### src/rtl/debug_dump_ctrl.sv
// debug_dump_ctrl: walks the Top debug read ports over the register file (and data memory
// when DEBUG_DUMP_DM_EN is defined) and streams each word out as a {src, idx, data} beat.
module debug_dump_ctrl #(
    parameter int XLEN     = 32,
    parameter int RF_DEPTH = 32,
    parameter int DM_WORDS = 64,
    parameter int RD_LAT   = 0
) (
    input  logic                        clk,
    input  logic                        rst,
    input  logic                        start,
    output logic                        busy,
    output logic                        done,
    output logic [$clog2(RF_DEPTH)-1:0] debug_addr_RF,
    input  logic [XLEN-1:0]             debug_data_RF,
    output logic [XLEN-1:0]             debug_addr_DF,
    input  logic [XLEN-1:0]             debug_data_DF,
    output logic                        out_valid,
    input  logic                        out_ready,
    output logic                        out_src,
    output logic [15:0]                 out_idx,
    output logic [XLEN-1:0]             out_data
);

    localparam int RF_AW = $clog2(RF_DEPTH);
`ifdef DEBUG_DUMP_DM_EN
    localparam int MAX_ENT = (RF_DEPTH > DM_WORDS) ? RF_DEPTH : DM_WORDS;
`else
    localparam int MAX_ENT = RF_DEPTH;
`endif
    localparam int IDX_W = (MAX_ENT > 1) ? $clog2(MAX_ENT) : 1;
    localparam logic [IDX_W-1:0] RF_LAST = IDX_W'(RF_DEPTH - 1);
`ifdef DEBUG_DUMP_DM_EN
    localparam logic [IDX_W-1:0] DM_LAST = IDX_W'(DM_WORDS - 1);
`endif
    localparam int LAT_LAST_I = (RD_LAT > 0) ? RD_LAT - 1 : 0;
    localparam logic [1:0] LAT_LAST = 2'(LAT_LAST_I);

    typedef enum logic [2:0] {
        S_IDLE,
        S_ADDR,
        S_WAIT,
        S_EMIT,
        S_FIN
    } state_t;

    state_t            state_q, state_d;
    logic [IDX_W-1:0]  idx_q, idx_d;
    logic [1:0]        wait_q, wait_d;
    logic [XLEN-1:0]   data_q, data_d;
    logic [RF_AW-1:0]  addr_rf_q, addr_rf_d;
    logic              last_entry;
    logic              load_addr;
    logic              capture;

`ifdef DEBUG_DUMP_DM_EN
    logic              src_q, src_d;
    logic [XLEN-1:0]   addr_df_q, addr_df_d;

    assign last_entry    = src_q && (idx_q == DM_LAST);
    assign out_src       = src_q;
    assign debug_addr_DF = addr_df_q;
`else
    logic              dm_data_unused;

    assign last_entry     = (idx_q == RF_LAST);
    assign out_src        = 1'b0;
    assign debug_addr_DF  = '0;
    assign dm_data_unused = ^debug_data_DF;
`endif

    always_comb begin
        state_d   = state_q;
        idx_d     = idx_q;
        wait_d    = wait_q;
        data_d    = data_q;
        addr_rf_d = addr_rf_q;
        load_addr = 1'b0;
        capture   = 1'b0;
`ifdef DEBUG_DUMP_DM_EN
        src_d     = src_q;
        addr_df_d = addr_df_q;
`endif
        case (state_q)
            S_IDLE: begin
                if (start) begin
                    state_d   = S_ADDR;
                    idx_d     = '0;
                    load_addr = 1'b1;
`ifdef DEBUG_DUMP_DM_EN
                    src_d     = 1'b0;
`endif
                end
            end
            S_ADDR: begin
                wait_d = '0;
                if (RD_LAT == 0) begin
                    capture = 1'b1;
                    state_d = S_EMIT;
                end else begin
                    state_d = S_WAIT;
                end
            end
            S_WAIT: begin
                // Address is held here; data is trusted only on the last counted cycle.
                if (wait_q == LAT_LAST) begin
                    capture = 1'b1;
                    state_d = S_EMIT;
                end else begin
                    wait_d = wait_q + 2'd1;
                end
            end
            S_EMIT: begin
                if (out_ready) begin
                    if (last_entry) begin
                        state_d = S_FIN;
                    end else begin
                        state_d   = S_ADDR;
                        load_addr = 1'b1;
`ifdef DEBUG_DUMP_DM_EN
                        if (!src_q && (idx_q == RF_LAST)) begin
                            src_d = 1'b1;
                            idx_d = '0;
                        end else begin
                            idx_d = idx_q + IDX_W'(1);
                        end
`else
                        idx_d = idx_q + IDX_W'(1);
`endif
                    end
                end
            end
            S_FIN: begin
                state_d = S_IDLE;
            end
            default: begin
                state_d = S_IDLE;
            end
        endcase

        if (capture) begin
`ifdef DEBUG_DUMP_DM_EN
            data_d = src_q ? debug_data_DF : debug_data_RF;
`else
            data_d = debug_data_RF;
`endif
        end

        // Only the source being read moves its address; the other keeps its last value.
        if (load_addr) begin
`ifdef DEBUG_DUMP_DM_EN
            if (src_d) begin
                addr_df_d = XLEN'({idx_d, 2'b00});
            end else begin
                addr_rf_d = idx_d[RF_AW-1:0];
            end
`else
            addr_rf_d = idx_d[RF_AW-1:0];
`endif
        end
    end

    always_ff @(posedge clk) begin
        if (rst) begin
            state_q   <= S_IDLE;
            idx_q     <= '0;
            wait_q    <= '0;
            data_q    <= '0;
            addr_rf_q <= '0;
`ifdef DEBUG_DUMP_DM_EN
            src_q     <= 1'b0;
            addr_df_q <= '0;
`endif
        end else begin
            state_q   <= state_d;
            idx_q     <= idx_d;
            wait_q    <= wait_d;
            data_q    <= data_d;
            addr_rf_q <= addr_rf_d;
`ifdef DEBUG_DUMP_DM_EN
            src_q     <= src_d;
            addr_df_q <= addr_df_d;
`endif
        end
    end

    assign busy          = (state_q == S_ADDR) || (state_q == S_WAIT) || (state_q == S_EMIT);
    assign done          = (state_q == S_FIN);
    assign out_valid     = (state_q == S_EMIT);
    assign out_idx       = 16'(idx_q);
    assign out_data      = data_q;
    assign debug_addr_RF = addr_rf_q;

endmodule

### config.mk
export PLATFORM = sky130hd
export DESIGN_NAME = debug_dump_ctrl
export DESIGN_NICKNAME = d
export VERILOG_FILES = /design/src/rtl/debug_dump_ctrl.sv
export SDC_FILE = /design/constraint.sdc
export NUM_CORES = 1
export LEC_CHECK = 0
export CORE_MARGIN = 2
export CORE_UTILIZATION = 38
export CTS_CLUSTER_SIZE = 16
export DETAILED_ROUTE_END_ITERATION = 16
export PLACE_DENSITY = 0.86
export SLEW_MARGIN = 20
export SYNTH_ARGS = -nofsm -noshare
export SYNTH_HDL_FRONTEND = slang
export SYNTH_SLANG_ARGS = --single-unit
### constraint.sdc
create_clock -name clk -period 4.5 [get_ports clk]
set_clock_uncertainty 0.15 [all_clocks]
set_input_delay 0.9 -clock clk [delete_from_list [all_inputs] [get_ports clk]]
set_output_delay 0.9 -clock clk [all_outputs]
set_load 0.02 [all_outputs]
==> impl_metrics.ini <==
[floorplan]
initial_core_util = 0.388
core_um2 = 5820
die_w_um = 81.1
io_pins = 157
dieArea_um2 = 6570
rows = 28
fp.dieH_um = 81.1

[worst_setup_path]
reg2reg_depth = 5
worstPathRequired_ps = 3450
crit_path_end_kind = primary output
crit_chain = and3b_1 -> clkdlybuf4s50_1
max_stage_delay_ps = 720
crit_type = reg -> out
start_kind = flop
worst_r2r_endpoint = out_data[17]
cp.arrival_ps = 1980
timing.rr.start = state_q[0]
critPathMaxFanout = 19
cp_slowest_cell = dfxtp_1
setup.worst_path.start = state_q[1]
rrSetupSlack_ps = 2150

[yosys]
synth.most_common_cell = nand2_1
yosysTopAreaCellShare = 0.417
async_flop_share = 0
synth_area_um2 = 2260
yosysTopAreaCell = dfxtp_1
synth.area.top_cells = dfxtp_1, buf_4, nand2_1
ys_ff_latch = 47
seq_area_frac_synth = 0.417
synth-warning-count = 0
synth_common_cells = nand2_1, dfxtp_1, buf_4, a21oi_1, nor2_1
ys_types = 42
synth_area_per_cell_um2 = 7.97
syn_inst = 283
yosys_most_used_dff = dfxtp_1
synth-edff-count = 0

[clock_tree]
htreeDepth = 2
ctsResizeCount = 0
cts_buffers = 5
postCtsHoldBufs = 0
post_cts_buffers = 0
cts_buffer_depth = 2
cts_sinks = 47
clock_latency_ps = 290
cts_root_buf = clkbuf_8
path_clk_slew_ps = 90
cts_tree = built

[worst_hold_path]
holdPathStages = 2
hold_path_end = out_data[7]
hold_class = reg -> reg
min_from = out_data[7]

[detailed_routing]
wire_per_inst_um = 11.6
first_pass_iters = 4
drc = 0
drt_iter0_drc = 97
ant_nets = 0
vias = 2025
via_per_inst = 4.71
routed_wl_um = 4970

[grt]
grt_overflow = 0
grtUsageTotal = 0.149
grt_pass1_vias = 1740
antenna_found_initial = 0
grt_max_degree = 33
grt_first_pass_wirelength_um = 7690

[placed_design]
portBuffers = 80
placed_area_um2 = 2920
dpl.hpwl_um = 3520
gp_congestion = 0.772

[power]
intPower_mw = 0.674
p_comb_frac = 0.277
power.density_nw_per_um2 = 332
leakagePower_nw = 1.17
clock_power_share = 0.248
max-vdd-ir-drop_v = 0.000180
p_sw_frac = 0.324
power_mw = 0.997
p_seq_frac = 0.475
p_sw_mw = 0.323

[timing]
fin_crit_ps = 3030
slew_headroom = 0.313
finalMaxSlewViolations = 0
setup_viol = 0
tightest_slew_ps = 1030
period_share = 0.674
fin_hold_ws_ps = 308
rsz0062_at_grt = false
finalHoldViolCount = 0
max_freq_mhz = 330
finalSetupTns_ps = 0

[final_layout]
final_util = 0.515
syn_to_final_growth_pct = 32.9
n_antenna_cell = 0
final_nets = 424
fin_area_um2 = 3000
drive_above_1_share = 0.0423

[job]
maxCapViolCount = 0

[run_status]
status = completed
[metrics by stage]
step	worst slack, ps	cells
after global routing	1370	430
after CTS	1470	430
after global placement	1640	422
after detailed placement	1610	422
after floorplan	2460	326
final	1470	430
[power groups by stage]
stage / registers (mW) / clock network [mW] / logic, mW
2_1_floorplan: 0.511 / 0 / 0.166
3_3_place_gp: 0.481 / 0 / 0.274
3_5_place_dp: 0.483 / 0 / 0.278
4_1_cts: 0.473 / 0.255 / 0.279
5_1_grt: 0.478 / 0.270 / 0.301
6_report: 0.473 / 0.247 / 0.276
[worst max path at each step]
stage            endpoint  slack [ps]
6_report        out_valid        1470
5_1_grt         out_valid        1370
4_1_cts         out_valid        1470
3_5_place_dp   state_q[0]        1610
3_3_place_gp   state_q[0]        1640
2_1_floorplan        busy        2460
[sequential cells by signal (all words and copies together), names as in the netlist]
register and cells:
out_data 32, debug_addr_RF 5, idx_q 5, state_q 3
wait_q 2
[layer usage]
layer	track usage	part of all wire	vias to the layer above
li1	-	-	993
met1	0.174	0.42	942
met2	0.255	0.48	84
met3	0.0567	0.088	6
met4	0.0373	0.0074	0
met5	0	0	-
[cell families (layout without fill, tap and decap cells)]
family	count (synthesis)	count (layout)	synth area share
compound gates	60	60	0.153
xor+xnor	1	1	0.00388
fa+ha+maj	2	2	0.0111
buf+inv	64	93	0.187
flops	47	47	0.417
mux	1	1	0.00444
other cells	1	44	0.00166
simple gates	107	107	0.222
[cell type report]
cell class,count,area (µm²)
tap,75,93.8
inverter,3,11.3
clock inverter,1,5.00
clock buffer,7,76.3
sequential,47,941
fill,575,2820
timing repair buffer,82,816
multi-input combinational,215,1050
[critical path: cells and delay by family (launching register included)]
kind,cells,cell delay [ps]
flip-flops,1,720
buffers and inverters,1,630
AND/OR/NAND/NOR,1,340
[cell usage in the layout, fill, tap and decap left out, types with 3 or more instances in the layout]
master / synthesis / routed
clkbuf_8: 0 / 5
o21ai_0: 3 / 3
nor2_1: 12 / 12
clkdlybuf4s50_1: 0 / 80
a21oi_1: 43 / 43
nor3_1: 5 / 5
conb_1: 1 / 44
inv_1: 3 / 3
dfxtp_1: 47 / 47
nand2_1: 69 / 69
nand3_1: 4 / 4
Note: power is estimated with default switching activity, not from simulation.
